$ cat config.mk
export PLATFORM = sky130hd
export DESIGN_NAME = sram_stack_ctrl
export DESIGN_NICKNAME = d
export VERILOG_FILES = /design/src/rtl/sram_stack_ctrl.sv
export SDC_FILE = /design/constraint.sdc
export NUM_CORES = 1
export LEC_CHECK = 0
export ABC_AREA = 0
export BUFFER_PORTS_ARGS = -buffer_cell sky130_fd_sc_hd__buf_4
export CAP_MARGIN = 20
export CORE_ASPECT_RATIO = 0.7
export CORE_MARGIN = 2
export CORE_UTILIZATION = 45
export CTS_CLUSTER_DIAMETER = 120
export DETAILED_ROUTE_END_ITERATION = 8
export PLACE_DENSITY = 0.72
export SLEW_MARGIN = 0
export SYNTH_ARGS = -nofsm -noshare
export SYNTH_HDL_FRONTEND = slang
export SYNTH_SLANG_ARGS = --single-unit
$ cat constraint.sdc
create_clock -name CLK -period 4 [get_ports CLK]
set_input_delay 0.6 -clock CLK [delete_from_list [all_inputs] [get_ports CLK]]
set_output_delay 0.6 -clock CLK [all_outputs]
set_load 0.1 [all_outputs]
$ cat src/rtl/sram_stack_ctrl.sv
// LIFO stack kept in a single-port SRAM. After reset it zero-fills the SRAM, then serves one push or pop per cycle.
// Latency: pop data arrives one cycle after the grant. Backpressure: push is held off when full, pop when empty, and both during init and flush.
module sram_stack_ctrl #(
  parameter int DW = 8,
  parameter int AW = 8
) (
  input  logic          CLK,
  input  logic          RST_N,
  input  logic          flush,
  input  logic          push_valid,
  output logic          push_ready,
  input  logic [DW-1:0] push_data,
  input  logic          pop_valid,
  output logic          pop_ready,
  output logic          rd_valid,
  output logic [DW-1:0] rd_data,
  output logic [AW:0]   level,
  output logic          empty,
  output logic          full,
  output logic          busy,
  output logic          CEN,
  output logic          WEN,
  output logic [AW-1:0] A,
  output logic [DW-1:0] D,
  input  logic [DW-1:0] Q
);

  localparam logic [AW:0] DEPTH  = {1'b1, {AW{1'b0}}};
  localparam logic [AW:0] SP_ONE = (AW+1)'(1);

  typedef enum logic {INIT, RUN} state_t;

  state_t        state, state_nxt;
  logic [AW-1:0] init_cnt, init_cnt_nxt;
  logic [AW:0]   sp, sp_nxt;
  logic          last_push, last_push_nxt;
  logic          rd_vld_q;
  logic          push_elig, pop_elig, grant_push, grant_pop;

  always_ff @(posedge CLK or negedge RST_N) begin
    if (!RST_N) begin
      state     <= INIT;
      init_cnt  <= '0;
      sp        <= '0;
      last_push <= 1'b0;
      rd_vld_q  <= 1'b0;
    end else begin
      state     <= state_nxt;
      init_cnt  <= init_cnt_nxt;
      sp        <= sp_nxt;
      last_push <= last_push_nxt;
      rd_vld_q  <= grant_pop;
    end
  end

  always_comb begin
    state_nxt     = state;
    init_cnt_nxt  = init_cnt;
    sp_nxt        = sp;
    last_push_nxt = last_push;
    push_elig     = 1'b0;
    pop_elig      = 1'b0;
    grant_push    = 1'b0;
    grant_pop     = 1'b0;
    busy          = 1'b1;
    CEN           = 1'b1;
    WEN           = 1'b1;
    A             = '0;
    D             = '0;
    // Outputs stay idle while reset is held, even though the state reads INIT.
    if (RST_N) begin
      case (state)
        INIT: begin
          CEN          = 1'b0;
          WEN          = 1'b0;
          A            = init_cnt;
          init_cnt_nxt = init_cnt + AW'(1);
          if (&init_cnt) state_nxt = RUN;
        end
        RUN: begin
          busy = 1'b0;
          if (flush) begin
            sp_nxt = '0;
          end else begin
            push_elig  = push_valid && (sp != DEPTH);
            pop_elig   = pop_valid && (sp != '0);
            // When both contend, the type that lost last time wins.
            grant_push = push_elig && (!pop_elig || !last_push);
            grant_pop  = pop_elig && !grant_push;
            if (grant_push) begin
              CEN           = 1'b0;
              WEN           = 1'b0;
              A             = sp[AW-1:0];
              D             = push_data;
              sp_nxt        = sp + SP_ONE;
              last_push_nxt = 1'b1;
            end else if (grant_pop) begin
              CEN           = 1'b0;
              A             = sp[AW-1:0] - AW'(1);
              sp_nxt        = sp - SP_ONE;
              last_push_nxt = 1'b0;
            end
          end
        end
        default: state_nxt = INIT;
      endcase
    end
  end

  assign push_ready = grant_push;
  assign pop_ready  = grant_pop;
  assign rd_valid   = rd_vld_q;
  assign rd_data    = rd_vld_q ? Q : '0;
  assign level      = sp;
  assign empty      = (sp == '0);
  assign full       = (sp == DEPTH);

endmodule

### Word level (Yosys, flattened, before mapping)

Cells that the tools add are included.

| storage, ports and cells | value |
|---|---|
| flip-flop bits (word level) | 20 |
| input port bits | 21 |
| output and inout port bits | 41 |
| word-level logic and storage cells | 63 |

| operators by class | value |
|---|---|
| add/sub/neg operators | 4 |
| equal/unequal tests | 2 |
| muxes and demuxes | 34 |
| bitwise logic cells | 2 |
| reductions and logical operators | 16 |

Operators by type and width:

| operator | count |
|---|---|
| 8-bit two-way mux | 9 |
| 9-bit two-way mux | 3 |
| 1-bit two-way mux | 19 |
| 8-bit case mux with 2 select lines | 1 |
| 9-bit by 1-bit adder with 9-bit output, second input constant | 1 |
| 9-bit == test, second input constant | 1 |
| 9-bit logical NOT | 1 |
| 9-bit inequality test, second input constant | 1 |
| 9-bit nonzero test | 1 |
| 9-bit by 1-bit subtractor with 9-bit output, second input constant | 1 |
| 8-bit by 1-bit adder with 8-bit output, second input constant | 1 |
| 8-bit AND reduction | 1 |
| 8-bit by 1-bit subtractor with 8-bit output, second input constant | 1 |
| 1-bit logical AND | 4 |
| 1-bit case mux with 2 select lines | 2 |
| 4-bit AND reduction | 1 |
| 1-bit logical NOT | 3 |
| 3-bit AND reduction | 1 |
| 3-bit nonzero test | 1 |
| 1-bit inverter | 2 |
| 2-bit AND reduction | 1 |
| 2-bit nonzero test | 1 |
| 1-bit logical OR | 1 |

### Depth between registers and ports, before layout

| logic depth | value |
|---|---|
| word-level depth | 12 |
| depth in mapped cells | 13 |
| gate-level depth less buffers | 12 |

### Worst setup path after synthesis

OpenSTA, ideal clock, no wires.

| timing | value |
|---|---|
| path type | reg2out |
| from | register sp[0] (netlist: level[0]) |
| to | output A[2] |
| data arrival time | 4.476 ns |
| setup slack | -1.076 ns |
| stages on the path, launching flop included | 9 |
| path through | dfrtp_1 -> clkbuf_1 -> inv_1 -> ha_1 -> a41o_1 -> a2bb2oi_2 -> nand2b_2 -> buf_2 -> o21ai_0 |

| between the ends | value |
|---|---|
| cells in the longest elaborated chain, start to end | 12 |
| elaborated cells on any way between the ends | 15 |

Ends and longest elaborated chain:

| what | RTL line | RTL |
|---|---|---|
| start: declaration | 35 | `logic [AW:0] sp, sp_nxt;` |
| start signal: assignment | 50 | `sp <= sp_nxt;` |
| parallel branches: the longest is 8 deep, another holds 8-bit by 1-bit subtractor with 8-bit output | - |  |
| 8-bit two-way mux * | 90 | `if (grant_push) begin` |
| 8-bit two-way mux * | 82 | `if (flush) begin` |
| 8-bit case mux with 2 select lines * | 72 | `case (state)` |
| 8-bit two-way mux * | 71 | `if (RST_N) begin` |
| end: declaration | 23 | `output logic [AW-1:0] A,` |

Mark *: on every way between the ends.

### Worst setup path in the final report

| timing | value |
|---|---|
| from | register sp[2] (netlist: level[2]) |
| to | output A[1] |

| between the ends | value |
|---|---|
| cells in the longest elaborated chain, start to end | 12 |
| elaborated cells on any way between the ends | 14 |

Ends and longest elaborated chain:

| what | RTL line | RTL |
|---|---|---|
| 9-bit nonzero test | 86 | `pop_elig = pop_valid && (sp != '0);` |
| 1-bit logical AND | 86 |  |
| 1-bit logical NOT | 88 | `grant_push = push_elig && (!pop_elig \|\| !last_push);` |
| 1-bit logical OR | 88 |  |
| 1-bit logical AND | 88 |  |
| 1-bit logical NOT | 89 | `grant_pop = pop_elig && !grant_push;` |
| 1-bit logical AND | 89 |  |
| 8-bit two-way mux | 97 | `end else if (grant_pop) begin` |
| 8-bit two-way mux * | 90 |  |
| 8-bit two-way mux * | 82 |  |
| 8-bit case mux with 2 select lines * | 72 |  |
| 8-bit two-way mux * | 71 |  |

Every way passes the cells marked *; elsewhere a longest branch is shown, timed or not.

==> qor.txt <==
Largest stage delay, worst path -> 0.52 ns
first-pass GRT wire length -> 6350 um
# diodes -> 0
CTS tree -> done
initial antenna violation count -> 0
Initial Utilization -> 48.7%
Congestion Overflow GR -> 0
sequential share of the synthesized area -> 31.6%
Yosys reg bits -> 20
CTS Buf Count -> 3
worst min path class -> input port to async pin
Max Fclk -> 292 MHz
H-tree Lvls -> 1
synthesized-area fraction occupied by adder cells -> 9.94%
number of flops mapped to enable cells by yosys -> 0
Tcrit/Tclk final -> 85.6%
maxcap violations -> 0
# clock sinks -> 20
cell area after synthesis -> 1590 sq um
Slew HR -> 43.5%
vias in the first global route -> 1347
area of the core -> 3250 sq um
top cell type's share of synthesized area -> 31.6%
hold slack -> 0.234 ns
critical path type -> register to primary output
Crit path arrival time -> 2.82 ns
# port buffers -> 61
Post-DRT Antenna Nets -> 0
top-count cell post-synth -> nand2_1
Setup crit end kind -> primary output
Crit-path slowest cell -> dfrtp_1
leading area contributor after synthesis -> dfrtp_1
worst path required time -> 3.40 ns
Post-route DRC -> 0
placed cell count -> 285
Die Ht -> 53.7 um
routability cong. -> 0.848
Max VDD drop -> 0.412 mV
share of cells above drive strength 1 -> 36.1%
Synth Net Count -> 214
DRT iter0 DRCs -> 81
DR vias -> 1522
xor-xnor portion of the synthesized cell area -> 11.0%
largest family of logic cells by synthesized area -> simple AND/OR/NAND/NOR gates
hold_buf cts -> 0
P&R area growth vs syn -> 35.0%
complex-gate fraction of the synthesized area -> 15.2%
Longest Clk Path Bufs -> 2
Startpoint Class -> register
# fillers -> 276
CTS clk-pin slew, worst paths -> 0.07 ns
Pins Over Slew Limit -> 0
routed len/inst -> 14.5 um
Post-CTS Setup Inserts -> 0
die area -> 4020 sq um
Bufs and invs on worst path -> 1
Die W -> 74.9 um
asr flop ratio synth -> 100%
final clock skew -> 0.00212 ns
post-cts gate resize count -> 0
Detail Placement HPWL -> 3290 um
delay-heaviest family, CP -> simple AND/OR/NAND/NOR gates
CP Max Fanout -> 17
final worst path period need -> 3.42 ns
unrepaired setup endpoints after global routing -> no
YS warnings -> 0
P_leak -> 1.08 nW
final WL -> 4170 um
GR Util All Layers -> 20.9%
mux contribution to synthesized area -> 0.710%
Final Total Pwr -> 0.000707 W
Fin. Hold Viols -> 0
worst-margin pin slew -> 0.846 ns
I/O pins -> 62
Clock Latency Late Sink -> 0.26 ns
final setup fails -> 0
Finished Layout Cells -> 288
worst-path cell chain -> nor4_4, a31o_2, nand3_4, nor2_1, a221o_1, buf_4
Detailed Routing Iterations Pass 1 -> 4
Synth area leaders -> dfrtp_1 32%, ha_1 8.7%, and2_1 6.3%, nand2_1 6.2%, xor2_1 5.5%
simple-gate share of the synthesized area -> 28.4%
Distinct cells, synth -> 44
synthesized area per cell -> 8.76 sq um
Cell Pwr Density -> 330 nW/um^2
vias per inst -> 5.28
clk root buf -> clkbuf_8
Cells after Synth -> 181
pin count of the biggest net entering global routing -> 27
nets -> 276
most common flop cell mapped by yosys -> dfrtp_1
Commonest cells post-synth -> 26 x nand2_1, 20 x dfrtp_1, 16 x and2_1, 15 x o21ai_0, 11 x ha_1
Site Rows -> 17
outcome -> completed
setup TNS -> 0 ns
worst reg2reg max path, delay by kind of cell, from the launching register on:
family | cells | cell delay (ns)
AO/OA/AOI/OAI | 3 | 0.64
XOR/XNOR | 1 | 0.15
adder cells (fa/ha/maj) | 1 | 0.41
buffers and inverters | 1 | 0.09
flip-flops | 1 | 0.52
AND/OR/NAND/NOR | 5 | 1.20
metal layers:
metal | GRT usage [%] | vias to the layer above | wire length [um]
li1 | - | 752 | -
met1 | 27.6 | 708 | 1830
met2 | 34.6 | 60 | 1830
met3 | 6.18 | 2 | 491
met4 | 3.57 | 0 | 19
met5 | 0 | - | 0
report_power, final:
part	total, W	internal, W	switching [W]
clock	0.000131	0.0000671	0.0000637
sequential	0.000282	0.000237	0.0000451
combinational	0.000295	0.0000883	0.000206
total	0.000707	0.000392	0.000315
cell usage in the layout, fill, tap and decap left out, drive strengths merged:
master   netlist  layout
ha            11      11
fa             1       1
a21o           1       1
nor3           5       5
a2bb2oi        1       1
a41o           1       1
a21boi         1       1
buf            2      61
o31ai          2       2
mux2           1       1
o21bai         2       2
a21oi          5       5
inv            8       8
o2111ai        1       1
a31o           1       1
a21bo          1       1
xnor2          9       9
xor2          10      10
nand2         26      26
a31oi          1       1
nand4          5       5
nor2b          2       2
nand4b         2       2
or2            1       1
nand3          6       6
nand2b         3       3
and2          16      16
clkbuf         2       3
nor4           3       3
and3           2       2
dfrtp         20      20
nor2          10      10
a221o          2       2
o21ai         17      17
through the flow:
| step | instance area (sq um) | utilization [%] | setup slack [ns] |
|---|---|---|---|
| 4_1_cts | 2140 | 65.8 | 0.564 |
| 3_5_place_dp | 2100 | 64.5 | 0.849 |
| 3_3_place_gp | 2100 | 64.5 | 0.958 |
| 2_1_floorplan | 1600 | - | -0.333 |
| 5_1_grt | 2140 | 65.8 | 0.402 |
| 6_report | 2140 | 65.8 | 0.578 |
area by class of cell:
class	count	area, sq um	share of cell area, %
well taps	47	58.8	2.75
flip-flops and latches	20	500	23.4
repair buffers	61	458	21.4
clock buffers	3	41.3	1.93
inverters	8	32.5	1.52
multi-input cells	149	1050	49.0
kinds of logic after synthesis:
kind of cell,Yosys count
simple gates,81
compound gates,36
flops,20
xor+xnor,19
buf+inv,12
fa+ha+maj,12
mux,1
state kept, by name, indices dropped and copies added (netlist names):
name       cells
last_push      1
level          9
rd_valid       1
init_cnt       8
state          1
worst paths after layout:
check / startpoint / end / slack (ns) / depth (start not counted)
setup / recovery: level[2] / A[1] / 0.58 / 6
hold / removal: RST_N / init_cnt[3] / 0.23 / 1
setup reg to reg: level[2] / level[8] / 0.88 / 11
hold reg to reg: last_push / last_push / 0.49 / 1
max in group asynchronous: RST_N / level[5] / 3.53 / 1
min in group CLK: last_push / last_push / 0.49 / 1
(Power assumes the default switching activity.)
